<file path="src/rtl/wshb_grid_writer.sv">
// rtl/wshb_grid_writer.sv - Wishbone master that fills the framebuffer with a test grid
//
// Writes HDISP x VDISP 32-bit pixels with classic single-cycle writes and
// drops the bus for one cycle after every PKT acks so other masters get in.
//
// Ports:
//   wshb_clk, wshb_rst_n : clock, asynchronous active-low reset
//   enable               : level; start/continue frame writing
//   frame_done           : one-cycle pulse after the ack of the last pixel
//   wshb_cyc/stb/we/sel/cti/bte/adr/dat_ms : wishbone master outputs
//   wshb_ack, wshb_dat_sm                  : wishbone slave inputs
module wshb_grid_writer #(
  parameter int          HDISP = 800,
  parameter int          VDISP = 480,
  parameter int          GRID  = 16,
  parameter int          PKT   = 64,
  parameter logic [31:0] FG    = 32'h00FFFFFF,
  parameter logic [31:0] BG    = 32'h00000000
) (
  input  logic        wshb_clk,
  input  logic        wshb_rst_n,
  input  logic        enable,
  output logic        frame_done,
  output logic        wshb_cyc,
  output logic        wshb_stb,
  output logic        wshb_we,
  output logic [3:0]  wshb_sel,
  output logic [2:0]  wshb_cti,
  output logic [1:0]  wshb_bte,
  output logic [31:0] wshb_adr,
  output logic [31:0] wshb_dat_ms,
  input  logic        wshb_ack,
  input  logic [31:0] wshb_dat_sm
);

  localparam int XW = (HDISP > 1) ? $clog2(HDISP) : 1;
  localparam int YW = (VDISP > 1) ? $clog2(VDISP) : 1;
  localparam int PW = (PKT > 1) ? $clog2(PKT) : 1;

  localparam logic [XW-1:0] X_LAST = XW'(HDISP - 1);
  localparam logic [YW-1:0] Y_LAST = YW'(VDISP - 1);
  localparam logic [PW-1:0] P_LAST = PW'(PKT - 1);
  // GRID is a power of two, so "mod GRID" is a mask of the low bits.
  localparam logic [31:0]   GMASK  = 32'(GRID - 1);

  typedef enum logic [1:0] {S_IDLE, S_WRITE, S_PAUSE} state_t;

  state_t        state, state_next;
  logic [XW-1:0] x, x_next;
  logic [YW-1:0] y, y_next;
  logic [PW-1:0] pkt, pkt_next;
  logic [31:0]   adr_next;
  logic [31:0]   pix_next;
  logic          x_end, y_end, frame_end, pkt_end, beat;

  assign wshb_stb = wshb_cyc;
  assign wshb_we  = 1'b1;
  assign wshb_sel = 4'b1111;
  assign wshb_cti = 3'b000;
  assign wshb_bte = 2'b00;

  logic unused_dat_sm;
  assign unused_dat_sm = ^wshb_dat_sm;

  assign x_end     = (x == X_LAST);
  assign y_end     = (y == Y_LAST);
  assign frame_end = x_end & y_end;
  assign pkt_end   = (pkt == P_LAST);
  assign beat      = (state == S_WRITE) & wshb_ack;

  always_comb begin
    state_next = state;
    x_next     = x;
    y_next     = y;
    pkt_next   = pkt;
    adr_next   = wshb_adr;
    case (state)
      S_IDLE: begin
        if (enable) state_next = S_WRITE;
      end
      S_WRITE: begin
        if (wshb_ack) begin
          x_next   = x_end ? '0 : x + 1'b1;
          y_next   = x_end ? (y_end ? '0 : y + 1'b1) : y;
          adr_next = frame_end ? 32'd0 : wshb_adr + 32'd4;
          if (frame_end || pkt_end) begin
            pkt_next   = '0;
            state_next = S_PAUSE;
          end else begin
            pkt_next = pkt + 1'b1;
          end
        end
      end
      S_PAUSE: begin
        // frame_done is high exactly during the pause that follows a frame end.
        state_next = (frame_done && !enable) ? S_IDLE : S_WRITE;
      end
      default: state_next = S_IDLE;
    endcase
  end

  // Pixel colour of the pixel that will be on the bus next.
  always_comb begin
    pix_next = BG;
    if (((32'(x_next) & GMASK) == 32'd0) || ((32'(y_next) & GMASK) == 32'd0))
      pix_next = FG;
  end

  always_ff @(posedge wshb_clk or negedge wshb_rst_n) begin
    if (!wshb_rst_n) begin
      state       <= S_IDLE;
      x           <= '0;
      y           <= '0;
      pkt         <= '0;
      wshb_cyc    <= 1'b0;
      wshb_adr    <= 32'd0;
      wshb_dat_ms <= 32'd0;
      frame_done  <= 1'b0;
    end else begin
      state      <= state_next;
      x          <= x_next;
      y          <= y_next;
      pkt        <= pkt_next;
      wshb_adr   <= adr_next;
      wshb_cyc   <= (state_next == S_WRITE);
      frame_done <= beat & frame_end;
      if (state_next == S_WRITE) wshb_dat_ms <= pix_next;
    end
  end

endmodule
</file>
<file path="config.mk">
export PLATFORM = sky130hd
export DESIGN_NAME = wshb_grid_writer
export DESIGN_NICKNAME = d
export VERILOG_FILES = /design/src/rtl/wshb_grid_writer.sv
export SDC_FILE = /design/constraint.sdc
export NUM_CORES = 1
export LEC_CHECK = 0
export CAP_MARGIN = 20
export CELL_PAD_IN_SITES_DETAIL_PLACEMENT = 0
export CELL_PAD_IN_SITES_GLOBAL_PLACEMENT = 1
export CORE_MARGIN = 4
export CORE_UTILIZATION = 31
export DETAILED_ROUTE_END_ITERATION = 12
export PLACE_DENSITY_LB_ADDON = 0.2
export SETUP_SLACK_MARGIN = 0.5
export SYNTH_ARGS = -nofsm -noshare
export SYNTH_HDL_FRONTEND = slang
export SYNTH_SLANG_ARGS = --single-unit
</file>
<file path="constraint.sdc">
create_clock -name wshb_clk -period 2.05 [get_ports wshb_clk]
set_input_delay 0.205 -clock wshb_clk [delete_from_list [all_inputs] [get_ports wshb_clk]]
set_output_delay 0.205 -clock wshb_clk [all_outputs]
set_load 0.01 [all_outputs]
</file>
# --- Yosys cells after proc, flatten, opt, wreduce, memory -nomap -nowiden ---
# Cells that the tools add are included.
# Widths: inputs -> output; s select.
totals:
  regBits: 93
  inputBits: 36
op_classes:
  reduce_logical: 9
  addsub: 4
  n_mux: 15
  eq_ne: 6
  bitwise: 3
ops:
  columns: ["operator", "count"]
  rows:
  - ["$logic_not 32->1", 2]
  - ["$add 32x3->32 const B", 1]
  - ["$mux 32", 1]
  - ["$mux 24", 1]
  - ["$mux 4", 5]
  - ["$add 10x1->10 const B", 1]
  - ["$eq 10x10->1 const B", 1]
  - ["$mux 10", 1]
  - ["$add 9x1->9 const B", 1]
  - ["$eq 9x9->1 const B", 1]
  - ["$mux 9", 1]
  - ["$add 6x1->6 const B", 1]
  - ["$eq 6x6->1 const B", 1]
  - ["$mux 2", 3]
  - ["$mux 6", 1]
  - ["$pmux 2 s3", 1]
  - ["$eq 2x1->1 const B", 2]
  - ["$and 1x1->1", 3]
  - ["$reduce_and 3->1", 1]
  - ["$eq 2x2->1 const B", 1]
  - ["$logic_not 2->1", 1]
  - ["$logic_or 1x1->1", 2]
  - ["$reduce_and 2->1", 1]
  - ["$logic_and 1x1->1", 1]
  - ["other kinds (2)", 2]

# --- Logic depth before layout (Yosys ltp) ---
# Gate-level depths: netlist of the first run.
logic_depth:
  depth_word: 8
  depth_mapped: 8

# --- Least setup slack after synthesis of the first run ---
# No wires, ideal clock.
synth_timing:
  path_type: "reg2reg"
  from: "register y[0]"
  to: "register wshb_adr[23]"
  period_less_slack_ns: 1.923
  t_required_ns: 1.931
  arrival_time_ns: 1.804
  setup_slack_ns: 0.127
  path_stages_with_launch: 9
  cell_sequence: "dfrtp_1 > ha_1 > nand2_1 > nor4_4 > nand2_2 > nor2_1 > buf_2 > buf_6 > nor2_1"
synth_via:
  elab_chain_cells: 3
synth_rtl:
  columns: ["element", "line", "text"]
  rows:
  - ["start, declared", "50", "logic [YW-1:0] y, y_next;"]
  - ["start signal, assigned", "122", "y <= y_next;"]
  - ["$eq 9x9->1", "66", "assign y_end = (y == Y_LAST);"]
  - ["$and 1x1->1", "67", "assign frame_end = x_end & y_end;"]
  - ["$mux 32", "85", "adr_next = frame_end ? 32'd0 : wshb_adr + 32'd4;"]
  - ["end signal, assigned", "124", "wshb_adr <= adr_next;"]
  - ["end, declared", "30", "output logic [31:0] wshb_adr,"]
# Every way passes these cells.
# A chain may end at the register's enable or synchronous reset.

# --- Final worst setup path of the first run ---
layout_timing:
  from: "register x[7]"
  to: "register wshb_adr[12]"
layout_via:
  elab_chain_cells: 3
layout_rtl:
  columns: ["element", "line", "text"]
  rows:
  - ["start, declared", "49", "logic [XW-1:0] x, x_next;"]
  - ["start signal, assigned", "121", "x <= x_next;"]
  - ["$eq 10x10->1", "65", "assign x_end = (x == X_LAST);"]
  - ["$and 1x1->1", "67", null]
  - ["$mux 32", "85", null]
# Every way passes these cells.

==> metrics.txt, run 1 <==
antenna viol nets, final=0; family with the most delay on the worst path=simple AND/OR/NAND/NOR gates; Tmin final=1.79 ns; share of cells above drive strength 1=32.1%; H-Tree Depth=3; Post-Synthesis Cells=366; largest family of logic cells by synthesized area=simple AND/OR/NAND/NOR gates; largest cells by area after synthesis=dfrtp_1 (44%), buf_4 (9.6%), xor2_1 (5.4%), nor2_1 (4.6%), xnor2_1 (3.8%); worst skew pair latency=0.33 ns; CP Launch Type=register; fraction of registers with async set/reset=100%; Chip Width=113 um; unrepaired setup endpoints after global routing=yes; Die Area=0.0128 mm2; GRT Total Usage=12.5%; Clock Sink Count=60; PortBufs=60; final setup violation count=0; Cell Pwr Density=707 mW/mm2; Leakage=2.27 nW; routed vias=2873; Vias/cell=4.73; Simple-Gate Fraction of Synth Area=25.2%; total CTS buffers=9; critical path, cell by cell=nand4bb_4 -> buf_6 -> nor3_4 -> nand2_2 -> nor2_4 -> clkbuf_16 -> nor2_4; Setup CP Type=register to register; Area growth syn-to-layout=45.7%; WP data arrival=2.00 ns; Peak VDD IR=0.310 mV; Synth Area in Adders=1.46%; Netlist cell types=43; worst reg2reg path endpoint=wshb_adr[12]$_DFFE_PN0P_; CP max FO=7; EDFF count, synth=0; Final #Nets=503; status=completed; fin cells=608; drt pass-1 iters=4; Setup crit end kind=register; ant diodes=0; CP max stage delay=0.38 ns; Post-Route WL=8300 um; Mapped Avg Cell Area=9.39 um2; clk buf depth=2; DR iter-0 viols=95; r2r startpoint=x[7]$_DFFE_PN0P_; CTS tree=built; Die H=113 um; vias in the first global route=2748; sequential area share after synthesis=43.7%; worst path required time=2.27 ns; Yosys top cell area share=43.7%; placed cells=554; Crit path top cell by count=nor2_4; HPWL Detailed=5400 um; I/O pins=113; final hold violation count=0; Cell Rows=38; DRC Markers=0; Compound-Gate Fraction of Synth Area=7.17%; Seq cells post-synth=60; Starting Density=31.7%; CP Buf/Inv Count=2; clk_skew=0.00741 ns; R2R setup slack=0.26 ns; fin crit share=87.1%; largest net degree at the start of global routing=42; initial antenna violation count=0; Reg2Reg Depth=7; post-synthesis mux area share=0.874%; Critical-path top delay cell=dfrtp_1; dominant cell type by area after synthesis=dfrtp_1; total core area=0.0108 mm2; first-pass GRT wire length=13200 um; routability cong.=0.722; CTS clk-pin slew, worst paths=0.07 ns; Final Max Slew Viols=0; Syn. warnings=0; setup tns final=0 ns; gr ovfl total=0; fmax=560 MHz; Synth Area in XOR/XNOR=9.17%; HP Class=input port to asynchronous set/reset pin; Mapped Area=0.00344 mm2; max-cap viol count=0; clock root cell=clkbuf_8; DR WL/cell=13.6 um; top_reg_cell synth=dfrtp_1; Layout Utilization=46.2%
-- flip-flops by register name, indices dropped and copies added (netlist names) --
signal and flops:
state 2, wshb_cyc 1, wshb_dat_ms 1, frame_done 1, x 10, wshb_adr 30, pkt 6, y 9
-- how the worst max path moves through the flow --
stage | start | to | slack, ns | cells after the start
5_1_grt | x[1]$_DFF_PN0_ | wshb_adr[12]$_DFFE_PN0P_ | 0.18 | 8
4_1_cts | x[7]$_DFFE_PN0P_ | wshb_dat_ms[22]$_DFFE_PN0N_ | 0.25 | 5
2_1_floorplan | x[0]$_DFF_PN0_ | y[7]$_DFFE_PN0P_ | 0.29 | 7
3_5_place_dp | wshb_ack | wshb_dat_ms[22]$_DFFE_PN0N_ | 0.03 | 6
6_report | x[7]$_DFFE_PN0P_ | wshb_adr[12]$_DFFE_PN0P_ | 0.26 | 7
3_3_place_gp | wshb_ack | wshb_dat_ms[22]$_DFFE_PN0N_ | 0.04 | 6
-- final cells by class --
| class | instances | area, um2 |
|---|---|---|
| Fill cell | 1070 | 5830 |
| Multi-Input combinational cell | 261 | 1920 |
| Sequential cell | 60 | 1510 |
| Timing Repair Buffer | 121 | 1160 |
| Tap cell | 140 | 175 |
| Clock buffer | 12 | 155 |
| Clock inverter | 4 | 47.5 |
| Inverter | 10 | 37.5 |
-- placed cells by master, fill, tap and decap left out, drive strengths merged, types with 2 or more instances in the layout --
cell type	n
clkdlybuf4s50	16
nand4	17
conb	20
nor3	13
xor2	21
nand3	24
o31ai	2
nor4	4
a211oi	2
buf	59
a21o	5
nand2	31
dlygate4sd2	30
clkinv	2
o21ai	14
and4	3
and3	4
xnor2	15
inv	10
o22ai	2
nand3b	2
nand2b	6
a21oi	12
or3	3
clkbuf	14
ha	4
or2	2
dfrtp	60
a31oi	3
mux2i	3
or4	2
nor2	43
dlymetal6s2s	13
-- worst register-to-register path: cells and delay by family (launching register included) --
family        cells  cell delay (ns)
buf+inv           2             0.40
flops             1             0.38
simple gates      5             0.87
-- per-stage QoR --
step	setup slack (ns)	hold WS, ns	total power [W]	cell area [um2]
finish	0.264	0.363	0.00354	5010
global route	0.177	0.392	0.00379	5010
CTS	0.251	0.368	0.00352	4510
detailed placement	0.0255	0.208	0.00240	4170
global placement	0.0408	0.207	0.00237	4170
floorplan	0.286	-0.0906	0.00210	3590
-- logic make-up after synthesis --
logic type | count (synthesis)
muxes | 3
AOI/OAI and AO/OA | 42
other | 2
and+or+nand+nor | 156
adders and majority gates | 4
DFF | 60
xor gates and xnor gates | 36
buffers and inverters | 63
-- synthesized netlist by cell type, types with 5 or more instances --
cell type	number
xnor2_1	15
nor2_1	42
nand2_1	30
a21oi_1	12
xor2_1	21
o21ai_0	14
a21o_1	5
dfrtp_1	60
inv_1	10
nor3_1	9
nand2b_1	5
nand4_1	17
buf_4	44
nand3_1	24
-- metal layers --
metal | vias up | GRT usage, % | part of all wire [%]
li1 | 1391 | - | -
met1 | 1401 | 16.4 | 46
met2 | 69 | 19.9 | 48
met3 | 12 | 2.78 | 4.9
met4 | 0 | 5.29 | 1.6
met5 | - | 0 | 0
-- what timing repair did --
action,CTS,global route
cloned,0,3
endpoints found under the setup margin,84,69
hold buffers,1,0
buffers inserted,17,17
pin swaps,7,33
endpoints found under the hold margin,19,0
resized for setup,42,91
-- report_power, final --
part	internal, W	switching [W]
Sequential	0.00136	0.000228
Clock	0.000624	0.000466
Combinational	0.000437	0.000430
Total	0.00242	0.00112
Note: power is estimated with default switching activity, not from simulation.
==> inputs of run 2 (changes only) <==
Settings changed: SKIP_CTS_REPAIR_TIMING set to 1.
==> run 2 against run 1 <==
Total power rose by 1.4%. Via count fell by 1.7%. Die area did not move. Combinational power rose by 4.0%. Largest power group unchanged. Sequential power barely moved. Maximum frequency fell by 0.96%. Register-to-register slack got worse by 0.02 ns. Largest cell class unchanged. Core utilization rose by 0.18 points. Count of clock-buffer cells in the layout did not move. Setup slack got worse by 0.017 ns. Flip-flop and latch count did not move.
==> metrics.txt, run 2 (synthesis gave the netlist of run 1 again) <==
Post-Route WL=8220 um (was 8300 um); Largest regs=wshb_adr (30), x (10), y (9) (unchanged); DRC Markers=0 (unchanged); I/O pins=113 (unchanged); CP max stage delay=0.54 ns (was 0.38 ns); Clock Sink Count=60 (unchanged); Peak VDD IR=0.268 mV (was 0.310 mV); Chip Width=113 um (unchanged); final hold violation count=0 (unchanged); routability cong.=0.722 (unchanged); R2R setup slack=0.25 ns (was 0.26 ns); Setup crit end kind=register (unchanged); ant diodes=0 (unchanged); WP data arrival=2.05 ns (was 2.00 ns); DR WL/cell=13.6 um (about the same); setup tns final=0 ns (unchanged); routed vias=2825 (was 2873); Area growth syn-to-layout=46.3% (was 45.7%); HPWL Detailed=5400 um (unchanged); antenna viol nets, final=0 (unchanged); Reg2Reg Depth=5 (was 7); H-Tree Depth=3 (unchanged); worst reg2reg path endpoint=wshb_dat_ms[22]$_DFFE_PN0N_ (was wshb_adr[12]$_DFFE_PN0P_); PortBufs=60 (unchanged); vias in the first global route=2649 (was 2748); Starting Density=31.7% (unchanged); total CTS buffers=9 (unchanged); Cell Rows=38 (unchanged); CP Launch Type=register (unchanged); r2r startpoint=x[6]$_DFFE_PN0P_ (was x[7]$_DFFE_PN0P_); critical path, cell by cell=nand4bb_4 -> or4_4 -> a211oi_2 -> o21ai_1 -> a31oi_1 (was nand4bb_4 -> buf_6 -> nor3_4 -> nand2_2 -> nor2_4 -> clkbuf_16 -> nor2_4); worst path required time=2.29 ns (was 2.27 ns); max-cap viol count=0 (unchanged); total core area=0.0108 mm2 (unchanged); unrepaired setup endpoints after global routing=yes (unchanged); final setup violation count=0 (unchanged); CTS tree=built (unchanged); drt pass-1 iters=4 (unchanged); clk buf depth=2 (unchanged); CP max FO=6 (was 7); Vias/cell=4.68 (was 4.73); Critical-path top delay cell=or4_4 (was dfrtp_1); Leakage=2.27 nW (about the same); fmax=555 MHz (was 560 MHz); Most flops, register=wshb_adr (unchanged); share of cells above drive strength 1=34.1% (was 32.1%); Cell Pwr Density=714 mW/mm2 (was 707 mW/mm2); worst skew pair latency=0.33 ns (about the same); CTS clk-pin slew, worst paths=0.07 ns (about the same); initial antenna violation count=0 (unchanged); Die H=113 um (unchanged); Final #Nets=498 (was 503); Setup CP Type=register to register (unchanged); HP Class=input port to asynchronous set/reset pin (unchanged); clk_skew=0.00982 ns (was 0.00741 ns); status=completed (unchanged); gr ovfl total=0 (unchanged); fill count=1043 (was 1070); first-pass GRT wire length=12800 um (was 13200 um); Tmin final=1.80 ns (was 1.79 ns); most frequent cells in the layout=clkdlybuf4s50_1 (47), dfrtp_1 (45), buf_4 (44), nand2_1 (27) (was dfrtp_1 (52), buf_4 (45), dlygate4sd2_1 (30), nand2_1 (24)); worst slack at placement=0.0255 ns (unchanged); largest net degree at the start of global routing=42 (unchanged); max reg flops=30 (unchanged); Final Max Slew Viols=0 (unchanged); total power=0.00359 W (was 0.00354 W); clock root cell=clkbuf_8 (unchanged); Die Area=0.0128 mm2 (unchanged); GRT Total Usage=12.2% (was 12.5%); DR iter-0 viols=77 (was 95); setup ws final=0.247 ns (was 0.264 ns); most common cell after layout, fill and taps aside=clkdlybuf4s50_1 (was dfrtp_1); fin crit share=88.0% (was 87.1%)
## run 2: cell types whose count changed in the layout (fill, tap and decap cells not counted), moves of 4 or more
cell	before	now
buf_6	10	6
nor2_2	5	9
dfrtp_2	8	15
clkdlybuf4s50_1	16	47
dlygate4sd2_1	30	0
dfrtp_1	52	45
nor2_1	18	14
## run 2: routing by layer
metal	share of wire [%]	up-vias	global-route usage, %	wire [um]
met2	48	76	19.1	3920
met3	5.1	8	2.78	421
li1	-	1372	-	-
met5	0	-	0	0
met4	0.89	0	5.29	73
met1	46	1369	16.1	3800
## run 2: area by class of cell
cell class / instances / area [um2] / share of cell area (%)
tap: 140 / 175 / 3.48
inverter: 10 / 37.5 / 0.746
multi-input combinational: 261 / 1950 / 38.8
timing repair buffer: 116 / 1140 / 22.7
clock buffer: 12 / 155 / 3.09
sequential: 60 / 1520 / 30.2
clock inverter: 4 / 47.5 / 0.946
## run 2: how the worst max path moves through the flow
stage                                  end  cells after the start  slack (ns)                        start
6_report       wshb_dat_ms[22]$_DFFE_PN0N_                      5        0.25             x[6]$_DFFE_PN0P_
5_1_grt           wshb_adr[12]$_DFFE_PN0P_                      7        0.17               y[0]$_DFF_PN0_
4_1_cts                    wshb_dat_ms[22]                      1        0.07  wshb_dat_ms[22]$_DFFE_PN0N_
3_5_place_dp   wshb_dat_ms[22]$_DFFE_PN0N_                      6        0.03                     wshb_ack
3_3_place_gp   wshb_dat_ms[22]$_DFFE_PN0N_                      6        0.04                     wshb_ack
2_1_floorplan             y[7]$_DFFE_PN0P_                      7        0.29               x[0]$_DFF_PN0_
## run 2: power breakdown
| part | leakage (nW) | total [W] | switching [W] | internal (W) |
|---|---|---|---|---|
| clock | 0.102 | 0.00109 | 0.000463 | 0.000624 |
| sequential | 0.754 | 0.00160 | 0.000238 | 0.00136 |
| combinational | 1.41 | 0.000903 | 0.000434 | 0.000469 |
## run 2: worst max-delay path, delay by kind of cell, from the launching register on
family,cells,cell delay (ns)
AO/OA/AOI/OAI,3,0.45
flip-flops,1,0.43
AND/OR/NAND/NOR,2,0.84
## run 2: metrics by stage
step	util [%]	hold WS, ns	std cells	area, um2
2_1_floorplan	-	-0.0906	384	3590
3_3_place_gp	38.5	0.207	554	4170
3_5_place_dp	38.5	0.208	554	4170
4_1_cts	40.4	-0.169	570	4380
5_1_grt	46.4	0.388	603	5030
6_report	46.4	0.364	603	5030
==> inputs of run 3 (changes only) <==
Settings changed: CORE_MARGIN 4 to 2, TNS_END_PERCENT set to 100.
==> run 3 against run 2 <==
Wire length up 3.0%. Sequential power about the same. Critical path depth up 2. Final cell count up 0.50%. Total power down 3.2%. Non-clock buffer count up 4. Via count unchanged. Cell area up 0.55%. Clock skew up 0.0015 ns. First-iteration DRC count up 13%. Combinational power up 6.4%. Die area down 6.9%.
==> metrics.txt, run 3 (synthesis gave the netlist of run 1 again) <==
DRC Markers=0 (unchanged); Most flops, register=wshb_adr (unchanged); fmax=557 MHz (was 555 MHz); slew at the pin closest to its max-slew limit=0.578 ns; Starting Density=31.7% (unchanged); worst slack at placement=0.0417 ns (was 0.0255 ns); clk_skew=0.0114 ns (was 0.00982 ns); top routing layer in use=met4 (unchanged); r2r startpoint=y[0]$_DFF_PN0_ (was x[6]$_DFFE_PN0P_); HP Class=input port to asynchronous set/reset pin (unchanged); GRT Total Usage=13.6% (was 12.2%); setup tns final=0 ns (unchanged); most common cell after layout, fill and taps aside=buf_4 (was clkdlybuf4s50_1); Reg2Reg Depth=7 (was 5); routability cong.=0.733 (was 0.722); Post-Route WL=8470 um (was 8220 um); PortBufs=60 (unchanged); Area growth syn-to-layout=47.1% (was 46.3%); fin cells=606 (was 603); CP max stage delay=0.40 ns (was 0.54 ns); antenna viol nets, final=0 (unchanged); Chip Width=109 um (was 113 um); Comb pwr share=27.6% (was 25.1%); routed vias=2825 (unchanged); setup ws final=0.255 ns (was 0.247 ns); clock root cell=clkbuf_8 (unchanged); DR iter-0 viols=87 (was 77); Switching Fraction=33.1% (was 31.6%); WP data arrival=2.02 ns (was 2.05 ns); most frequent cells in the layout=buf_4 (46), dfrtp_1 (45), dlymetal6s2s_1 (37), nand2_1 (26), nor2_1 (25) (was clkdlybuf4s50_1 (47), dfrtp_1 (45), buf_4 (44), nand2_1 (27)); Clock Sink Count=60 (unchanged); initial antenna violation count=0 (unchanged); Cell Pwr Density=688 mW/mm2 (was 714 mW/mm2); placed cells=552 (was 554); Largest regs=wshb_adr (30), x (10), y (9) (unchanged); R2R setup slack=0.26 ns (was 0.25 ns); Final Max Slew Viols=0 (unchanged); total power=0.00348 W (was 0.00359 W); vias in the first global route=2573 (was 2649); total core area=0.0108 mm2 (unchanged); CP Launch Type=register (unchanged); met2 WL post-DR=4070 um (was 3920 um); Reg power frac=46.3% (was 44.6%); worst skew pair latency=0.34 ns (was 0.33 ns); Die H=109 um (was 113 um); fin crit share=87.6% (was 88.0%); Leakage=2.30 nW (was 2.27 nW); CP max FO=7 (was 6); critical path, cell by cell=ha_4 -> nand2_4 -> nor4_4 -> nand2_2 -> nor2_4 -> clkbuf_16 -> nor2_2 (was nand4bb_4 -> or4_4 -> a211oi_2 -> o21ai_1 -> a31oi_1); max reg flops=30 (unchanged); fill count=1062 (was 1043); Setup CP Type=register to register (unchanged); Clock Power Share=26.1% (was 30.3%); crit path to=wshb_adr[27]$_DFFE_PN0P_ (was wshb_dat_ms[22]$_DFFE_PN0N_); Critical-path top delay cell=dfrtp_1 (was or4_4); Net Sw Power=0.00115 W (was 0.00114 W); final setup violation count=0 (unchanged); CP startpoint=y[0]$_DFF_PN0_ (was x[6]$_DFFE_PN0P_); Peak VDD IR=0.371 mV (was 0.268 mV); largest net degree at the start of global routing=39 (was 42); HPWL Detailed=5290 um (was 5400 um); Setup crit end kind=register (unchanged); unrepaired setup endpoints after global routing=yes (unchanged); Int Power=0.00233 W (was 0.00246 W); family with the most delay on the worst path=simple AND/OR/NAND/NOR gates (unchanged); Rel. slew slack=61.5%; final hold violation count=0 (unchanged); Vias/cell=4.66 (was 4.68); first-pass GRT wire length=12800 um (about the same); clk buf depth=2 (unchanged); total CTS buffers=9 (unchanged); worst path required time=2.28 ns (was 2.29 ns); DR WL/cell=14.0 um (was 13.6 um); CTS tree=built (unchanged); I/O pins=113 (unchanged); Tmin final=1.79 ns (was 1.80 ns); Cell Rows=38 (unchanged); wire length on met3=337 um (was 421 um); H-Tree Depth=3 (unchanged); WL met1=3920 um (was 3800 um); Final #Nets=502 (was 498); worst reg2reg path endpoint=wshb_adr[27]$_DFFE_PN0P_ (was wshb_dat_ms[22]$_DFFE_PN0N_); CTS clk-pin slew, worst paths=0.07 ns (about the same); ant diodes=0 (unchanged); Die Area=0.0119 mm2 (was 0.0128 mm2); share of cells above drive strength 1=32.2% (was 34.1%); Layout Utilization=46.6% (was 46.4%); CP Buf/Inv Count=1 (was 0); gr ovfl total=0 (unchanged); status=completed (unchanged); Levels on crit path=7 (was 5); max-cap viol count=0 (unchanged); drt pass-1 iters=4 (unchanged)
==> run 3: cell type report <==
type / instances / area [um2] / share of cell area (%)
multi-input cells: 261 / 1890 / 37.5
repair buffers: 120 / 1270 / 25.0
flip-flops and latches: 60 / 1520 / 30.1
well taps: 140 / 175 / 3.46
clock buffers: 12 / 145 / 2.87
clock inverters: 3 / 15.0 / 0.297
inverters: 10 / 37.5 / 0.742
==> run 3: how the worst min path moves through the flow <==
| stage | slack [ns] | endpoint | start |
|---|---|---|---|
| floorplan | -0.09 | frame_done$_DFF_PN0_ | wshb_rst_n |
| global placement | 0.23 | wshb_adr[2]$_DFFE_PN0P_ | wshb_rst_n |
| detailed placement | 0.24 | wshb_adr[4]$_DFFE_PN0P_ | wshb_rst_n |
| CTS | -0.13 | wshb_adr[4]$_DFFE_PN0P_ | wshb_rst_n |
| global route | 0.46 | pkt[1]$_DFFE_PN0P_ | wshb_rst_n |
| finish | 0.40 | wshb_adr[4]$_DFFE_PN0P_ | wshb_rst_n |
==> run 3: through the flow <==
stage,hold slack [ns],area [um2]
after global routing,0.457,5060
after detailed placement,0.242,4170
after floorplan,-0.0906,3590
after CTS,-0.134,4330
after global placement,0.231,4170
final,0.397,5060
==> run 3: per-layer routing <==
metal | track usage, % | up-vias
li1 | - | 1383
met1 | 18.4 | 1361
met2 | 21.7 | 71
met3 | 2.13 | 10
met4 | 5.97 | 0
met5 | 0 | -
==> run 3: power groups by stage <==
stage	clock network, W	registers (W)	logic (W)
2_1_floorplan	0	0.00160	0.000500
3_3_place_gp	0	0.00162	0.000748
3_5_place_dp	0	0.00162	0.000762
4_1_cts	0.000946	0.00161	0.000763
5_1_grt	0.000998	0.00164	0.00106
6_report	0.000907	0.00161	0.000961
